## config.mk

```make
export PLATFORM = sky130hd
export DESIGN_NAME = sprite_palette_lut_flat
export DESIGN_NICKNAME = d
export VERILOG_FILES = /design/src/rtl/sprite_palette_lut_if.sv /design/src/rtl/sprite_palette_lut.sv /design/src/flat_wrapper.sv
export SDC_FILE = /design/constraint.sdc
export NUM_CORES = 1
export LEC_CHECK = 0
export ABC_CLOCK_PERIOD_IN_PS = 1800
export BUFFER_PORTS_ARGS = -buffer_cell sky130_fd_sc_hd__buf_2
export CAP_MARGIN = 20
export CORE_MARGIN = 3
export CORE_UTILIZATION = 63
export CTS_CLUSTER_SIZE = 30
export DETAILED_ROUTE_END_ITERATION = 8
export GPL_ROUTABILITY_DRIVEN = 0
export PLACE_DENSITY_LB_ADDON = 0.3
export SYNTH_ARGS = -nofsm -noshare
export SYNTH_HDL_FRONTEND = slang
export SYNTH_SLANG_ARGS = --single-unit
```

## constraint.sdc

```tcl
create_clock -name Clk -period 1.8 [get_ports Clk]
set_input_delay 0.09 -clock Clk [delete_from_list [all_inputs] [get_ports Clk]]
set_output_delay 0.09 -clock Clk [all_outputs]
set_load 0.01 [all_outputs]
```

## src/rtl/sprite_palette_lut_if.sv

```systemverilog
// ---------------------------------------------------------------------------
// sprite_palette_lut_if
//
// Purpose:
//   Bundles the pixel lookup stream, the palette write port, the flash-effect
//   controls and the colour result of sprite_palette_lut into one interface.
//   The clock and reset stay outside as plain module ports.
//
// Parameters:
//   IDX_W      palette index width
//   CH_W       bits per colour channel
//   NUM_BANKS  number of palette banks; BW = max(1, clog2(NUM_BANKS))
//
// Signals (direction seen from the master, i.e. the pixel/host side):
//   pix_valid   out  index/bank_sel valid this cycle
//   index       out  palette index
//   bank_sel    out  bank used for the lookup
//   wr_en       out  palette write strobe
//   wr_bank     out  bank written
//   wr_addr     out  entry written
//   wr_data     out  {R,G,B} entry data
//   frame_tick  out  one-cycle pulse per frame
//   flash_en    out  enable flash/dim effect
//   out_valid   in   colour/transparent valid
//   red         in   red channel
//   green       in   green channel
//   blue        in   blue channel
//   transparent in   pixel is the transparent key
// ---------------------------------------------------------------------------
interface sprite_palette_lut_if #(
  parameter int IDX_W     = 4,
  parameter int CH_W      = 4,
  parameter int NUM_BANKS = 2
);

  localparam int BW = (NUM_BANKS > 1) ? $clog2(NUM_BANKS) : 1;

  logic              pix_valid;
  logic [IDX_W-1:0]  index;
  logic [BW-1:0]     bank_sel;
  logic              wr_en;
  logic [BW-1:0]     wr_bank;
  logic [IDX_W-1:0]  wr_addr;
  logic [3*CH_W-1:0] wr_data;
  logic              frame_tick;
  logic              flash_en;
  logic              out_valid;
  logic [CH_W-1:0]   red;
  logic [CH_W-1:0]   green;
  logic [CH_W-1:0]   blue;
  logic              transparent;

  // Pixel/host side: drives lookups, writes and effect controls.
  modport master (
    output pix_valid, index, bank_sel,
    output wr_en, wr_bank, wr_addr, wr_data,
    output frame_tick, flash_en,
    input  out_valid, red, green, blue, transparent
  );

  // Palette side: the lookup block itself.
  modport slave (
    input  pix_valid, index, bank_sel,
    input  wr_en, wr_bank, wr_addr, wr_data,
    input  frame_tick, flash_en,
    output out_valid, red, green, blue, transparent
  );

endinterface

```

## src/rtl/sprite_palette_lut.sv

```systemverilog
// ---------------------------------------------------------------------------
// sprite_palette_lut
//
// Purpose:
//   Run-time programmable, multi-bank sprite palette. Each valid pixel index
//   is translated to an RGB colour through a two-stage pipeline (palette read,
//   then effect/transparency). A frame-synchronous flash controller can halve
//   every colour channel on alternating groups of frames.
//
// Parameters:
//   IDX_W        palette index width (2**IDX_W entries per bank)
//   CH_W         bits per colour channel
//   NUM_BANKS    number of palette banks (>= 1)
//   TRANSP_IDX   index value treated as the transparent key
//   FLASH_FRAMES frames per flash half-period (>= 1)
//
// Ports:
//   Clk      in  system clock, rising edge
//   Reset_n  in  asynchronous active-low reset
//   bus      slave modport of sprite_palette_lut_if (lookup stream, write
//                port, flash controls and colour result)
// ---------------------------------------------------------------------------
module sprite_palette_lut #(
  parameter int IDX_W        = 4,
  parameter int CH_W         = 4,
  parameter int NUM_BANKS    = 2,
  parameter int TRANSP_IDX   = 0,
  parameter int FLASH_FRAMES = 8
) (
  input  logic                 Clk,
  input  logic                 Reset_n,
  sprite_palette_lut_if.slave  bus
);

  localparam int ENTRIES = 2 ** IDX_W;
  localparam int BW      = (NUM_BANKS > 1) ? $clog2(NUM_BANKS) : 1;
  localparam int DW      = 3 * CH_W;
  localparam int FW      = $clog2(FLASH_FRAMES + 1);

  typedef enum logic {
    S_NORMAL = 1'b0,
    S_DIM    = 1'b1
  } flash_state_t;

  // Palette storage
  logic [DW-1:0]    r_mem [NUM_BANKS][ENTRIES];

  // Stage 1 registers
  logic             r_v1;
  logic [DW-1:0]    r_c1;
  logic             r_t1;

  // Stage 2 / output registers
  logic             r_outValid;
  logic             r_transparent;
  logic [DW-1:0]    r_colour;

  // Flash controller
  flash_state_t     r_state;
  logic [FW-1:0]    r_fcnt;

  // Combinational helpers
  logic [DW-1:0]    w_rdColour;
  logic             w_isTransp;
  logic             w_dimPhase;
  logic [DW-1:0]    w_s2Colour;

  // Palette write port. Banks are matched explicitly against each legal bank
  // number, so a wr_bank beyond NUM_BANKS simply matches nothing and the
  // write is dropped instead of aliasing into another bank.
  always_ff @(posedge Clk or negedge Reset_n) begin
    if (!Reset_n) begin
      for (int b = 0; b < NUM_BANKS; b++) begin
        for (int e = 0; e < ENTRIES; e++) begin
          r_mem[b][e] <= '0;
        end
      end
    end else if (bus.wr_en) begin
      for (int b = 0; b < NUM_BANKS; b++) begin
        if (bus.wr_bank == BW'(b)) begin
          r_mem[b][bus.wr_addr] <= bus.wr_data;
        end
      end
    end
  end

  // Palette read mux. Reads the registered array, so a write on the same
  // edge is not visible yet (read-before-write). An out-of-range bank reads
  // as black; the transparency flag depends on the index alone.
  always_comb begin
    w_rdColour = '0;
    for (int b = 0; b < NUM_BANKS; b++) begin
      if (bus.bank_sel == BW'(b)) begin
        w_rdColour = r_mem[b][bus.index];
      end
    end
  end

  assign w_isTransp = (bus.index == IDX_W'(TRANSP_IDX));

  // Stage 1: capture the raw palette colour and the transparency flag.
  // Data registers only load on a valid pixel; downstream ignores them
  // otherwise.
  always_ff @(posedge Clk or negedge Reset_n) begin
    if (!Reset_n) begin
      r_v1 <= 1'b0;
      r_c1 <= '0;
      r_t1 <= 1'b0;
    end else begin
      r_v1 <= bus.pix_valid;
      if (bus.pix_valid) begin
        r_c1 <= w_rdColour;
        r_t1 <= w_isTransp;
      end
    end
  end

  // Flash controller. Disabling the effect returns to NORMAL and rewinds the
  // frame count immediately, so re-enabling always starts a fresh
  // half-period.
  always_ff @(posedge Clk or negedge Reset_n) begin
    if (!Reset_n) begin
      r_state <= S_NORMAL;
      r_fcnt  <= '0;
    end else if (!bus.flash_en) begin
      r_state <= S_NORMAL;
      r_fcnt  <= '0;
    end else if (bus.frame_tick) begin
      if (r_fcnt == FW'(FLASH_FRAMES - 1)) begin
        r_fcnt <= '0;
        case (r_state)
          S_NORMAL: r_state <= S_DIM;
          S_DIM:    r_state <= S_NORMAL;
          default:  r_state <= S_NORMAL;
        endcase
      end else begin
        r_fcnt <= r_fcnt + FW'(1);
      end
    end
  end

  assign w_dimPhase = (r_state == S_DIM);

  // Stage 2 colour: transparent pixels are forced black, otherwise each
  // channel is halved independently while dimmed.
  always_comb begin
    w_s2Colour = r_c1;
    if (r_t1) begin
      w_s2Colour = '0;
    end else if (w_dimPhase) begin
      for (int ch = 0; ch < 3; ch++) begin
        w_s2Colour[ch*CH_W +: CH_W] = r_c1[ch*CH_W +: CH_W] >> 1;
      end
    end
  end

  // Stage 2 registers. Colour and transparent hold across invalid cycles.
  always_ff @(posedge Clk or negedge Reset_n) begin
    if (!Reset_n) begin
      r_outValid    <= 1'b0;
      r_transparent <= 1'b0;
      r_colour      <= '0;
    end else begin
      r_outValid <= r_v1;
      if (r_v1) begin
        r_transparent <= r_t1;
        r_colour      <= w_s2Colour;
      end
    end
  end

  assign bus.out_valid   = r_outValid;
  assign bus.transparent = r_transparent;
  assign bus.red         = r_colour[3*CH_W-1 -: CH_W];
  assign bus.green       = r_colour[2*CH_W-1 -: CH_W];
  assign bus.blue        = r_colour[CH_W-1 -: CH_W];

endmodule

```

## src/flat_wrapper.sv

```systemverilog
// flat-port wrapper written by rule: the top's interface ports become plain ports
module sprite_palette_lut_flat 
#(
  parameter int IDX_W        = 4,
  parameter int CH_W         = 4,
  parameter int NUM_BANKS    = 2,
  parameter int TRANSP_IDX   = 0,
  parameter int FLASH_FRAMES = 8
)
  (Clk, Reset_n, bus_pix_valid, bus_index, bus_bank_sel, bus_wr_en, bus_wr_bank, bus_wr_addr, bus_wr_data, bus_frame_tick, bus_flash_en, bus_out_valid, bus_red, bus_green, bus_blue, bus_transparent);
  sprite_palette_lut_if #(.IDX_W(IDX_W), .CH_W(CH_W), .NUM_BANKS(NUM_BANKS)) bus_i ();
  input  logic Clk;
  input  logic Reset_n;
  input wire logic [$bits(bus_i.pix_valid)-1:0] bus_pix_valid;
  input wire logic [$bits(bus_i.index)-1:0] bus_index;
  input wire logic [$bits(bus_i.bank_sel)-1:0] bus_bank_sel;
  input wire logic [$bits(bus_i.wr_en)-1:0] bus_wr_en;
  input wire logic [$bits(bus_i.wr_bank)-1:0] bus_wr_bank;
  input wire logic [$bits(bus_i.wr_addr)-1:0] bus_wr_addr;
  input wire logic [$bits(bus_i.wr_data)-1:0] bus_wr_data;
  input wire logic [$bits(bus_i.frame_tick)-1:0] bus_frame_tick;
  input wire logic [$bits(bus_i.flash_en)-1:0] bus_flash_en;
  output wire logic [$bits(bus_i.out_valid)-1:0] bus_out_valid;
  output wire logic [$bits(bus_i.red)-1:0] bus_red;
  output wire logic [$bits(bus_i.green)-1:0] bus_green;
  output wire logic [$bits(bus_i.blue)-1:0] bus_blue;
  output wire logic [$bits(bus_i.transparent)-1:0] bus_transparent;
  assign bus_i.pix_valid = bus_pix_valid;
  assign bus_i.index = bus_index;
  assign bus_i.bank_sel = bus_bank_sel;
  assign bus_i.wr_en = bus_wr_en;
  assign bus_i.wr_bank = bus_wr_bank;
  assign bus_i.wr_addr = bus_wr_addr;
  assign bus_i.wr_data = bus_wr_data;
  assign bus_i.frame_tick = bus_frame_tick;
  assign bus_i.flash_en = bus_flash_en;
  assign bus_out_valid = bus_i.out_valid;
  assign bus_red = bus_i.red;
  assign bus_green = bus_i.green;
  assign bus_blue = bus_i.blue;
  assign bus_transparent = bus_i.transparent;
  sprite_palette_lut #(.IDX_W(IDX_W), .CH_W(CH_W), .NUM_BANKS(NUM_BANKS), .TRANSP_IDX(TRANSP_IDX), .FLASH_FRAMES(FLASH_FRAMES)) u_core (.Clk(Clk), .Reset_n(Reset_n), .bus(bus_i));
endmodule
```

==> metrics.md, run 1 <==
| Metric | Value |
|---|---|
| Status | completed |
| Layout cell share with drive strength beyond 1 | 49.66% |
| GRT overflow | 0 |
| Clock H-tree levels | 2 |
| Routed WL per cell | 25.98 um |
| CP startpoint kind | flip-flop |
| Register bit total from synthesis | 417 |
| Vias in the first global route | 11,890 |
| CTS root buffer | clkbuf_16 |
| Relative max-transition margin | 49.50% |
| Asr flop ratio synth | 100.0% |
| Final WL | 44,110 um |
| Syn_area_per_cell | 15.74 um^2 |
| Leakage power | 9.877 nW |
| CTS Buffer Depth | 3 |
| EDFF count, synth | 0 |
| CTS tree | built |
| Fin crit period | 1.612 ns |
| First DRT Iteration DRCs | 926 |
| Worst slew pin tran | 0.7560 ns |
| HPWL after DPL | 27,820 um |
| Largest net degree at the start of global routing | 63 |
| Cell Area, Placed | 20,150 um^2 |
| Via density | 6.496 |
| Gate Count Post-Synth | 1,215 |
| TritonCTS Sinks | 417 |
| DRT met1 WL | 18,880 um |
| TritonCTS buffer count | 43 |
| Arr. time, crit path | 2.02 ns |
| Unrepaired setup endpoints after global routing | no |
| Routed met2 length | 21,150 um |
| Highest metal used | met5 |
| Final-layout fill cell count | 1,871 |
| Kind of critical path | reg -> reg |
| Setup-failing EPs final | 0 |
| WP data required | 2.21 ns |
| Seq/Total Area, Yosys | 54.57% |
| Die Span Y | 180.2 um |
| CTS resizes | 0 |
| NumNets Final | 1,308 |
| Row cnt | 63 |
| Max-Cap Viols | 0 |
| Synth cell types | 40 |
| Total GRT Usage | 27.59% |
| Via count | 11,030 |
| Mapped Area | 19,120 um^2 |
| Syn nets | 1,244 |
| DRT antenna net count | 0 |
| Final Hold Fails | 0 |
| Final slew viol count | 0 |
| Initial Utilization | 64.18% |
| Class of the worst hold path | in -> async |
| Commonest register cell after synthesis | dfrtp_1 |
| I/O pin cnt | 42 |
| First-pass GRT wire length | 69,750 um |
| Pre-antenna DRT Iters | 5 |
| Final Instance Area | 21,550 um^2 |
| Setup Skew | 0.01329 ns |
| Type of element capturing the critical path | flip-flop |
| VDD IR-drop max | 873.2 uV |
| Die area | 32,480 um^2 |
| Clk_lat worst skew | 0.54 ns |
| Met3 wire len | 2681 um |
| Total core area | 29,800 um^2 |
| Port Buf Inserts | 41 |
| Initial antenna violation count | 2 |
| Setup tns final | 0 ns |
| Maximum clock rate | 620.4 MHz |
| Yosys warning count | 0 |
| Die W | 180.2 um |
| Drt drc | 0 |
| Power Dens Cells | 1142 nW/um^2 |
| Worst-path fanout max | 2 |
| Clk slew on worst S/H paths | 0.06 ns |
| Area Growth Syn to Fin | 12.71% |
| Final period util | 89.55% |
[synthesized netlist by cell type (2+ instances only)]
| cell type | count | area, um^2 |
|---|---|---|
| nand2_1 | 29 | 108.9 |
| nand4b_1 | 4 | 35.03 |
| and2_1 | 3 | 18.77 |
| nand2b_1 | 3 | 18.77 |
| mux4_2 | 57 | 1284 |
| a211o_1 | 12 | 105.1 |
| nand3_1 | 3 | 15.01 |
| buf_1 | 2 | 7.510 |
| mux4_1 | 39 | 1025 |
| mux2i_1 | 23 | 230.2 |
| nor2b_1 | 5 | 31.28 |
| dfrtp_1 | 417 | 10440 |
| o21ai_0 | 3 | 15.01 |
| mux2_2 | 397 | 4471 |
| buf_4 | 23 | 172.7 |
| clkbuf_1 | 46 | 172.7 |
| inv_1 | 12 | 45.04 |
| nor3_2 | 6 | 60.06 |
| nor2_1 | 28 | 105.1 |
| a31oi_1 | 12 | 75.07 |
| nand4_1 | 2 | 12.51 |
| a22oi_1 | 12 | 90.09 |
| nor3b_4 | 2 | 37.54 |
| o22ai_1 | 21 | 131.4 |
| buf_6 | 12 | 135.1 |
| xnor2_1 | 2 | 17.52 |
| buf_2 | 26 | 130.1 |
| nor4_2 | 2 | 25.02 |
[layer usage]
metal | vias up | global-route usage (%)
met2 | 365 | 43.81
met3 | 85 | 5.551
met5 | - | 0.8889
li1 | 4670 | -
met4 | 6 | 9.027
met1 | 5904 | 39.02
[where the power goes]
| part | switching (mW) | leakage (nW) | internal (mW) | total [mW] |
|---|---|---|---|---|
| Sequential | 0.926 | 5.32 | 11.1 | 12.1 |
| Clock | 3.51 | 0.662 | 5.04 | 8.54 |
| Combinational | 1.63 | 3.89 | 2.39 | 4.01 |
[critical path, stage by stage (launching register included)]
cell	delay, ns
dfrtp_1	0.37
mux4_1	0.51
mux2i_1	0.32
a211o_1	0.24
a31oi_1	0.06
[per-stage QoR]
stage          util (%)  cells  power [mW]  setup WS, ns  hold WS [ns]
3_5_place_dp      67.62   1619       16.16      -0.07609       0.05521
3_3_place_gp      67.62   1619       15.89      -0.05403       0.06223
6_report          72.34   1698       24.62        0.1882       0.08804
5_1_grt           72.33   1697       25.68        0.1193        0.1290
4_1_cts           72.33   1697       24.79        0.2038        0.1016
2_1_floorplan         -   1215       14.75        0.4470       -0.2056
[cell usage in the layout, fill, tap and decap left out, drive strengths merged]
master / instances
nor2b: 5
mux4: 96
a22oi: 12
buf: 124
nand3: 3
nand4bb: 1
and3: 1
ha: 1
a31oi: 12
o21ai: 3
nor4: 3
clkinv: 4
nor3: 6
nand2: 29
and3b: 1
xnor2: 2
nand2b: 4
clkbuf: 66
diode: 1
and2b: 1
or3: 1
mux2: 398
dfrtp: 417
nand4: 2
clkinvlp: 1
o22ai: 21
and2: 3
dlygate4sd3: 5
a21boi: 1
bufinv: 1
nor3b: 3
nor2: 28
a211o: 12
inv: 13
mux2i: 23
nand4b: 4
[what timing repair did]
item	CTS	global route
hold buffers	5	0
buffers inserted	0	0
hold endpoints to repair	422	0
[path summary, 6_finish.rpt]
kind,from,end,slack (ns),cells past startpoint
worst max-delay path,u_core.r_mem[368],u_core.r_c1[8],0.19,4
worst min-delay path,Reset_n,u_core.r_mem[352],0.09,2
worst max register to register,u_core.r_mem[368],u_core.r_c1[8],0.19,4
worst min register to register,u_core.r_mem[366],u_core.r_mem[366],0.49,1
max in group asynchronous,Reset_n,u_core.r_mem[24],0.93,3
min in group Clk,bus_bank_sel,u_core.r_c1[3],0.17,4
[state kept, by name (all words and copies together), names as in the netlist]
register and cells:
u_core.r_fcnt 4, u_core.bus.transparent 1, u_core.r_state 1, u_core.r_v1 1
u_core.r_t1 1, u_core.r_mem 384, u_core.r_colour 12, u_core.bus.out_valid 1
u_core.r_c1 12
[final cells by class]
class	instances	area, um^2	area share, %
flip-flops and latches	417	10440	48.42
multi-input cells	676	8010	37.16
clock buffers	66	1285	5.962
repair buffers	129	1221	5.666
well taps	390	488.0	2.264
clock inverters	7	66.31	0.3077
inverters	12	45.04	0.2090
diodes	1	2.502	0.01161
[cells by family (layout without fill, tap and decap cells)]
kind of cell | count (synthesis) | count (layout) | synth area share [%]
buffers and inverters | 122 | 214 | 3.540
AO/OA/AOI/OAI | 61 | 61 | 2.218
XOR/XNOR | 2 | 2 | 0.09162
AND/OR/NAND/NOR | 95 | 95 | 2.801
flip-flops | 417 | 417 | 54.57
other | 0 | 1 | 0
multiplexers | 517 | 517 | 36.71
adder cells (fa/ha/maj) | 1 | 1 | 0.06542
No activity file was read; power rests on OpenSTA's default activity.
==> run 2, diff against run 1 <==
ABC_CLOCK_PERIOD_IN_PS = 1400   (was 1800)
CORE_UTILIZATION = 57   (was 63)
clock period = 1.4 ns   (was 1.8 ns; I/O delays follow)
==> run 2 against run 1 <==
The flow now finishes with violations (setup timing). Largest cell class unchanged. Register-to-register slack worse by 0.33 ns. Design area is 3.3% higher. Critical path type unchanged. Final cell count is 6.2% higher.
==> metrics.md, run 2 (same netlist as run 1, synthesis figures left out) <==
| Metric | Value |
|---|---|
| Largest net degree at the start of global routing | 67 (+6.3%) |
| Power Dens Cells | 1460 nW/um^2 (+28%) |
| Clock H-tree levels | 2 (unchanged) |
| I/O pin cnt | 42 (unchanged) |
| VDD IR-drop max | 1033 uV (+18%) |
| CTS Buffer Depth | 3 (unchanged) |
| Arr. time, crit path | 1.95 ns (-0.07 ns) |
| GRT overflow | 0 (unchanged) |
| First-pass GRT wire length | 70,060 um (+0.44%) |
| Final Instance Area | 22,270 um^2 (+3.3%) |
| Max-Cap Viols | 0 (unchanged) |
| Final WL | 44,880 um (+1.7%) |
| NumNets Final | 1,362 (+4.1%) |
| Failing checks | setup timing |
| Setup-failing EPs final | 12 (+12) |
| Clk_lat worst skew | 0.53 ns (about the same) |
| Drt drc | 0 (unchanged) |
| Post-Place Setup Slack | -0.3742 ns (-0.2981 ns) |
| First DRT Iteration DRCs | 791 (-15%) |
| M3 GR Usage | 4.555% (-1.0 points) |
| Vias in the first global route | 11,680 (-1.7%) |
| Max incr delay on CP | 0.49 ns (-0.02 ns) |
| Cells after DPL | 1,717 (+6.1%) |
| Type of element capturing the critical path | flip-flop |
| Final worst setup slack | -0.1415 ns (-0.3296 ns) |
| Worst-path fanout max | 2 (unchanged) |
| Total chip power | 32.50 mW (+32%) |
| TritonCTS buffer count | 44 (+2.3%) |
| CTS tree | built |
| Maximum clock rate | 648.7 MHz (+4.6%) |
| Hold Path Depth | 4 |
| Final Hold Fails | 0 (unchanged) |
| Initial antenna violation count | 0 (-2) |
| Routed WL per cell | 24.88 um (-4.2%) |
| Setup Skew | 0.01461 ns (+0.001316 ns) |
| Setup tns final | -1.099 ns (-1.099 ns) |
| Worst hold margin | 0.03002 ns (-0.05802 ns) |
| Leakage power | 10.20 nW (+3.3%) |
| Port Buf Inserts | 41 (unchanged) |
| Top Registers | u_core.r_mem x384, u_core.r_c1 x12, u_core.r_colour x12 |
| Fin crit period | 1.541 ns (-0.07038 ns) |
| Die Span Y | 189.2 um (+5.0%) |
| Cell Area, Placed | 20,720 um^2 (+2.8%) |
| Row cnt | 66 (+4.8%) |
| Most frequent cells in the layout | dfrtp_1, mux2_2, buf_4 |
| TritonCTS Sinks | 417 (unchanged) |
| Largest register FFs | 384 (unchanged) |
| Status | finished with violations |
| FF-to-FF path depth | 4 (unchanged) |
| Relative max-transition margin | 50.60% (+1.1 points) |
| Via count | 11,160 (+1.2%) |
| CTS root buffer | clkbuf_16 |
| Unrepaired setup endpoints after global routing | yes |
| Final period util | 110.1% (+21 points) |
| Die area | 35,780 um^2 (+10%) |
| Worst slew pin tran | 0.7383 ns (-0.01776 ns) |
| Fin util | 67.91% (-4.4 points) |
| Most crowded layer after global routing | met2 |
| Die W | 189.2 um (+5.0%) |
| WP data required | 1.81 ns (-0.40 ns) |
| Via density | 6.188 (-4.7%) |
| Layout cell share with drive strength beyond 1 | 54.30% (+4.6 points) |
| Final slew viol count | 0 (unchanged) |
| Largest Register | u_core.r_mem |
| Initial Utilization | 58.33% (-5.8 points) |
| Clk slew on worst S/H paths | 0.06 ns (about the same) |
| Area Growth Syn to Fin | 16.44% |
| Pre-antenna DRT Iters | 7 (+2) |
| Total core area | 32,780 um^2 (+10%) |
| Commonest non-fill, non-tap cell in the layout | dfrtp_1 |
| CP max-delay cell | mux4_1 |
| Met2 GRT Util | 41.00% (-2.8 points) |
| GRT met1 Usage | 36.67% (-2.3 points) |
| Kind of critical path | reg -> reg |
| CP startpoint kind | flip-flop |
| Fin cells | 1,804 (+6.2%) |
| DRT antenna net count | 0 (unchanged) |
| Class of the worst hold path | in -> reg |
| CP Cell Sequence | mux4_1 -> mux2i_1 -> a211o_1 -> a31oi_1 |
| Total GRT Usage | 25.64% (-2.0 points) |
| HPWL after DPL | 29,310 um (+5.3%) |
run 2: repair_timing:
item | CTS | global route
hold endpoints to repair | 424 | 0
hold buffers | 4 | 0
gates resized for setup | 41 | 1
pin swaps | 17 | 5
buffers inserted | 6 | 3
setup endpoints to repair | 12 | 12
run 2: worst paths after layout:
path,slack [ns],to,startpoint
worst min register to register,0.50,u_core.r_mem[324],u_core.r_mem[324]
worst max-delay path,-0.14,u_core.r_c1[7],u_core.r_mem[307]
min in group asynchronous,0.04,u_core.r_mem[381],Reset_n
max in group asynchronous,0.63,u_core.r_mem[24],Reset_n
worst max register to register,-0.14,u_core.r_c1[7],u_core.r_mem[307]
worst min-delay path,0.03,u_core.r_c1[3],bus_index[3]
run 2: worst max-delay path: cells and delay by family (launching register included):
family          cells  cell delay [ns]
compound gates      2             0.27
flops               1             0.38
mux                 2             0.76
run 2: per-layer routing:
layer	vias up	share of wire (%)	wire (um)
met1	6002	44	19660
met3	81	5.7	2569
met4	0	2.8	1238
met5	-	0	0
met2	323	48	21410
li1	4757	-	-
run 2: area by class of cell:
cell class / count / area (um^2)
repair buffers: 182 / 1779
clock buffers: 68 / 1373
multi-input cells: 676 / 8020
diodes: 1 / 2.502
clock inverters: 6 / 57.56
well taps: 442 / 553.0
inverters: 12 / 45.04
fillers: 2220 / 10520
flip-flops and latches: 417 / 10440
run 2: where the power goes:
group / leakage [nW] / switching [mW] / internal (mW) / total (mW)
registers: 5.32 / 1.20 / 14.3 / 15.5
clock network: 0.708 / 4.59 / 6.87 / 11.5
logic: 4.17 / 2.18 / 3.33 / 5.51
==> run 3, diff against run 2 <==
TNS_END_PERCENT = 5   (was not set)
==> run 3 against run 2 <==
Clock skew down 0.00069 ns. The run still ends with setup timing left. Utilization shrank 0.16 points. Clock power hardly changed. Sequential cell count did not move. Global-route usage is essentially flat. Combinational power fell by 0.9%. Critical path type unchanged. Maximum frequency decreased by 0.17%. Design area shrank 0.24%. Die area unchanged. Non-clock buffer count shrank 7. Largest power group unchanged. Highest routed layer unchanged. Hold slack worse by 0.0053 ns.
==> metrics.md, run 3 (same netlist as run 1, synthesis figures left out) <==
| Metric | Value |
|---|---|
| Final period util | 110.3% (+0.18 points) |
| Relative max-transition margin | 49.29% (-1.3 points) |
| Cells after DPL | 1,717 (unchanged) |
| Clock H-tree levels | 2 (unchanged) |
| Status | finished with violations |
| Failing checks | setup timing |
| Final slew viol count | 0 (unchanged) |
| Pre-antenna DRT Iters | 5 (-2) |
| Type of element capturing the critical path | flip-flop |
| TritonCTS buffer count | 44 (unchanged) |
| Setup tns final | -1.083 ns (+0.01625 ns) |
| M3 GR Usage | 4.370% (-0.19 points) |
| CTS tree | built |
| Arr. time, crit path | 1.95 ns (about the same) |
| Worst-path fanout max | 2 (unchanged) |
| Power Dens Cells | 1460 nW/um^2 (about the same) |
| Antenna cells | 0 (-1) |
| Reg power frac | 47.9% (about the same) |
| Final WL | 44,800 um (-0.16%) |
| GRT overflow | 0 (unchanged) |
| Most crowded layer after global routing | met2 |
| Kind of critical path | reg -> reg |
| Comb power frac | 16.8% (-0.2 points) |
| HPWL after DPL | 29,310 um (unchanged) |
| Total core area | 32,780 um^2 (unchanged) |
| Clk_lat worst skew | 0.53 ns (about the same) |
| Setup Skew | 0.01392 ns (-0.0006853 ns) |
| Net switching power | 7.939 mW (-0.43%) |
| CTS Buffer Depth | 3 (unchanged) |
| Most frequent cells in the layout | dfrtp_1, mux2_2, buf_4 |
| Vias in the first global route | 11,650 (-0.27%) |
| Unrepaired setup endpoints after global routing | yes |
| Internal power | 24.48 mW (-0.18%) |
| Final Instance Area | 22,210 um^2 (-0.24%) |
| Switching share of total power | 24.48% (-0.045 points) |
| Die Span Y | 189.2 um (unchanged) |
| Maximum clock rate | 647.7 MHz (-0.17%) |
| CTS root buffer | clkbuf_16 |
| Post-Place Setup Slack | -0.3742 ns (unchanged) |
| VDD IR-drop max | 1026 uV (-0.68%) |
| DRT antenna net count | 0 (unchanged) |
| Largest Register | u_core.r_mem |
| Reg-to-Reg Start | u_core.r_mem[340] |
| Row cnt | 66 (unchanged) |
| First DRT Iteration DRCs | 751 (-5.1%) |
| Initial antenna violation count | 0 (unchanged) |
| CP startpoint kind | flip-flop |
| Clk slew on worst S/H paths | 0.06 ns (about the same) |
| WP data required | 1.80 ns (about the same) |
| Drt drc | 0 (unchanged) |
| First-pass GRT wire length | 70,060 um (about the same) |
| Fin cells | 1,796 (-0.44%) |
| Largest register FFs | 384 (unchanged) |
| Via density | 6.201 (+0.21%) |
| NumNets Final | 1,355 (-0.51%) |
| Hold Path Origin | bus_index[3] |
| I/O pin cnt | 42 (unchanged) |
| Final worst setup slack | -0.1440 ns (-0.002563 ns) |
| Initial Utilization | 58.33% (unchanged) |
| Total GRT Usage | 25.64% (about the same) |
| Cell Area, Placed | 20,720 um^2 (unchanged) |
| Largest net degree at the start of global routing | 67 (unchanged) |
| Final Hold Fails | 0 (unchanged) |
| Via count | 11,140 (-0.23%) |
| TritonCTS Sinks | 417 (unchanged) |
| Port Buf Inserts | 41 (unchanged) |
| Routed WL per cell | 24.95 um (+0.29%) |
| Setup-failing EPs final | 12 (unchanged) |
| Leakage power | 10.16 nW (-0.35%) |
| Total chip power | 32.42 mW (-0.24%) |
| Layout cell share with drive strength beyond 1 | 54.14% (-0.16 points) |
| Top Registers | u_core.r_mem x384, u_core.r_c1 x12, u_core.r_colour x12 |
| Die area | 35,780 um^2 (unchanged) |
| Die W | 189.2 um (unchanged) |
| Met2 GRT Util | 40.93% (-0.070 points) |
| Class of the worst hold path | in -> reg |
| Area Growth Syn to Fin | 16.16% |
| GRT met1 Usage | 36.86% (+0.18 points) |
| Clock power frac | 35.3% (about the same) |
| Worst Setup SP | u_core.r_mem[340] |
| Worst slew pin tran | 0.7579 ns (+0.01960 ns) |
| Max-Cap Viols | 0 (unchanged) |
| Fin crit period | 1.544 ns (+0.002563 ns) |
| Commonest non-fill, non-tap cell in the layout | dfrtp_1 |
run 3: cell types whose count changed in the layout (fill, tap and decap cells not counted), sizes merged:
cell	before	now
diode	1	0
buf	178	171
run 3: path summary, 6_finish.rpt:
kind	slack (ns)	endpoint	depth (start not counted)
max reg2reg	-0.14	u_core.r_c1[4]	4
min in group asynchronous	0.04	u_core.r_mem[381]	2
max in group asynchronous	0.63	u_core.r_mem[25]	3
min	0.02	u_core.r_c1[2]	4
min reg2reg	0.49	u_core.bus.out_valid	0
max	-0.14	u_core.r_c1[4]	4
run 3: layout make-up:
type	count	area [um^2]
tap	442	553.0
multi-input combinational	676	8023
sequential	417	10440
clock buffer	68	1373
timing repair buffer	175	1727
inverter	12	45.04
fill	2228	10570
clock inverter	6	57.56
run 3: metrics by stage:
stage                     hold WS (ns)  util (%)
after floorplan                -0.2256         -
after global placement       -0.004967     63.21
final                          0.02468     67.75
after global routing           0.02215     67.75
after CTS                      0.01046     67.77
after detailed placement     -0.008145     63.21
run 3: critical path: stages, from the launching register on:
cell and delay (ns):
dfrtp_1 0.40, mux4_2 0.51, mux2i_4 0.20, a211o_1 0.23, a31oi_1 0.07
run 3: layer usage:
metal / vias up / routed length (um) / part of all wire (%)
met4: 0 / 1304 / 2.9
met1: 5985 / 19470 / 43
met2: 327 / 21330 / 48
met5: - / 0 / 0
met3: 81 / 2705 / 6.0
li1: 4744 / - / -
run 3: what timing repair did:
item                       4_1_cts  5_1_grt
buffers inserted                 2        0
pin swaps                       17        3
hold endpoints to repair       424        0
hold buffers                     4        0
resized for setup               42        1
setup endpoints to repair       12       12
run 3: power by group through the flow:
stage	clock [mW]	sequential, mW	combinational [mW]
CTS	11.6	15.5	5.50
floorplan	0	15.2	3.73
global route	12.1	15.8	5.85
detailed placement	0	15.6	5.32
global placement	0	15.5	5.15
finish	11.4	15.5	5.46
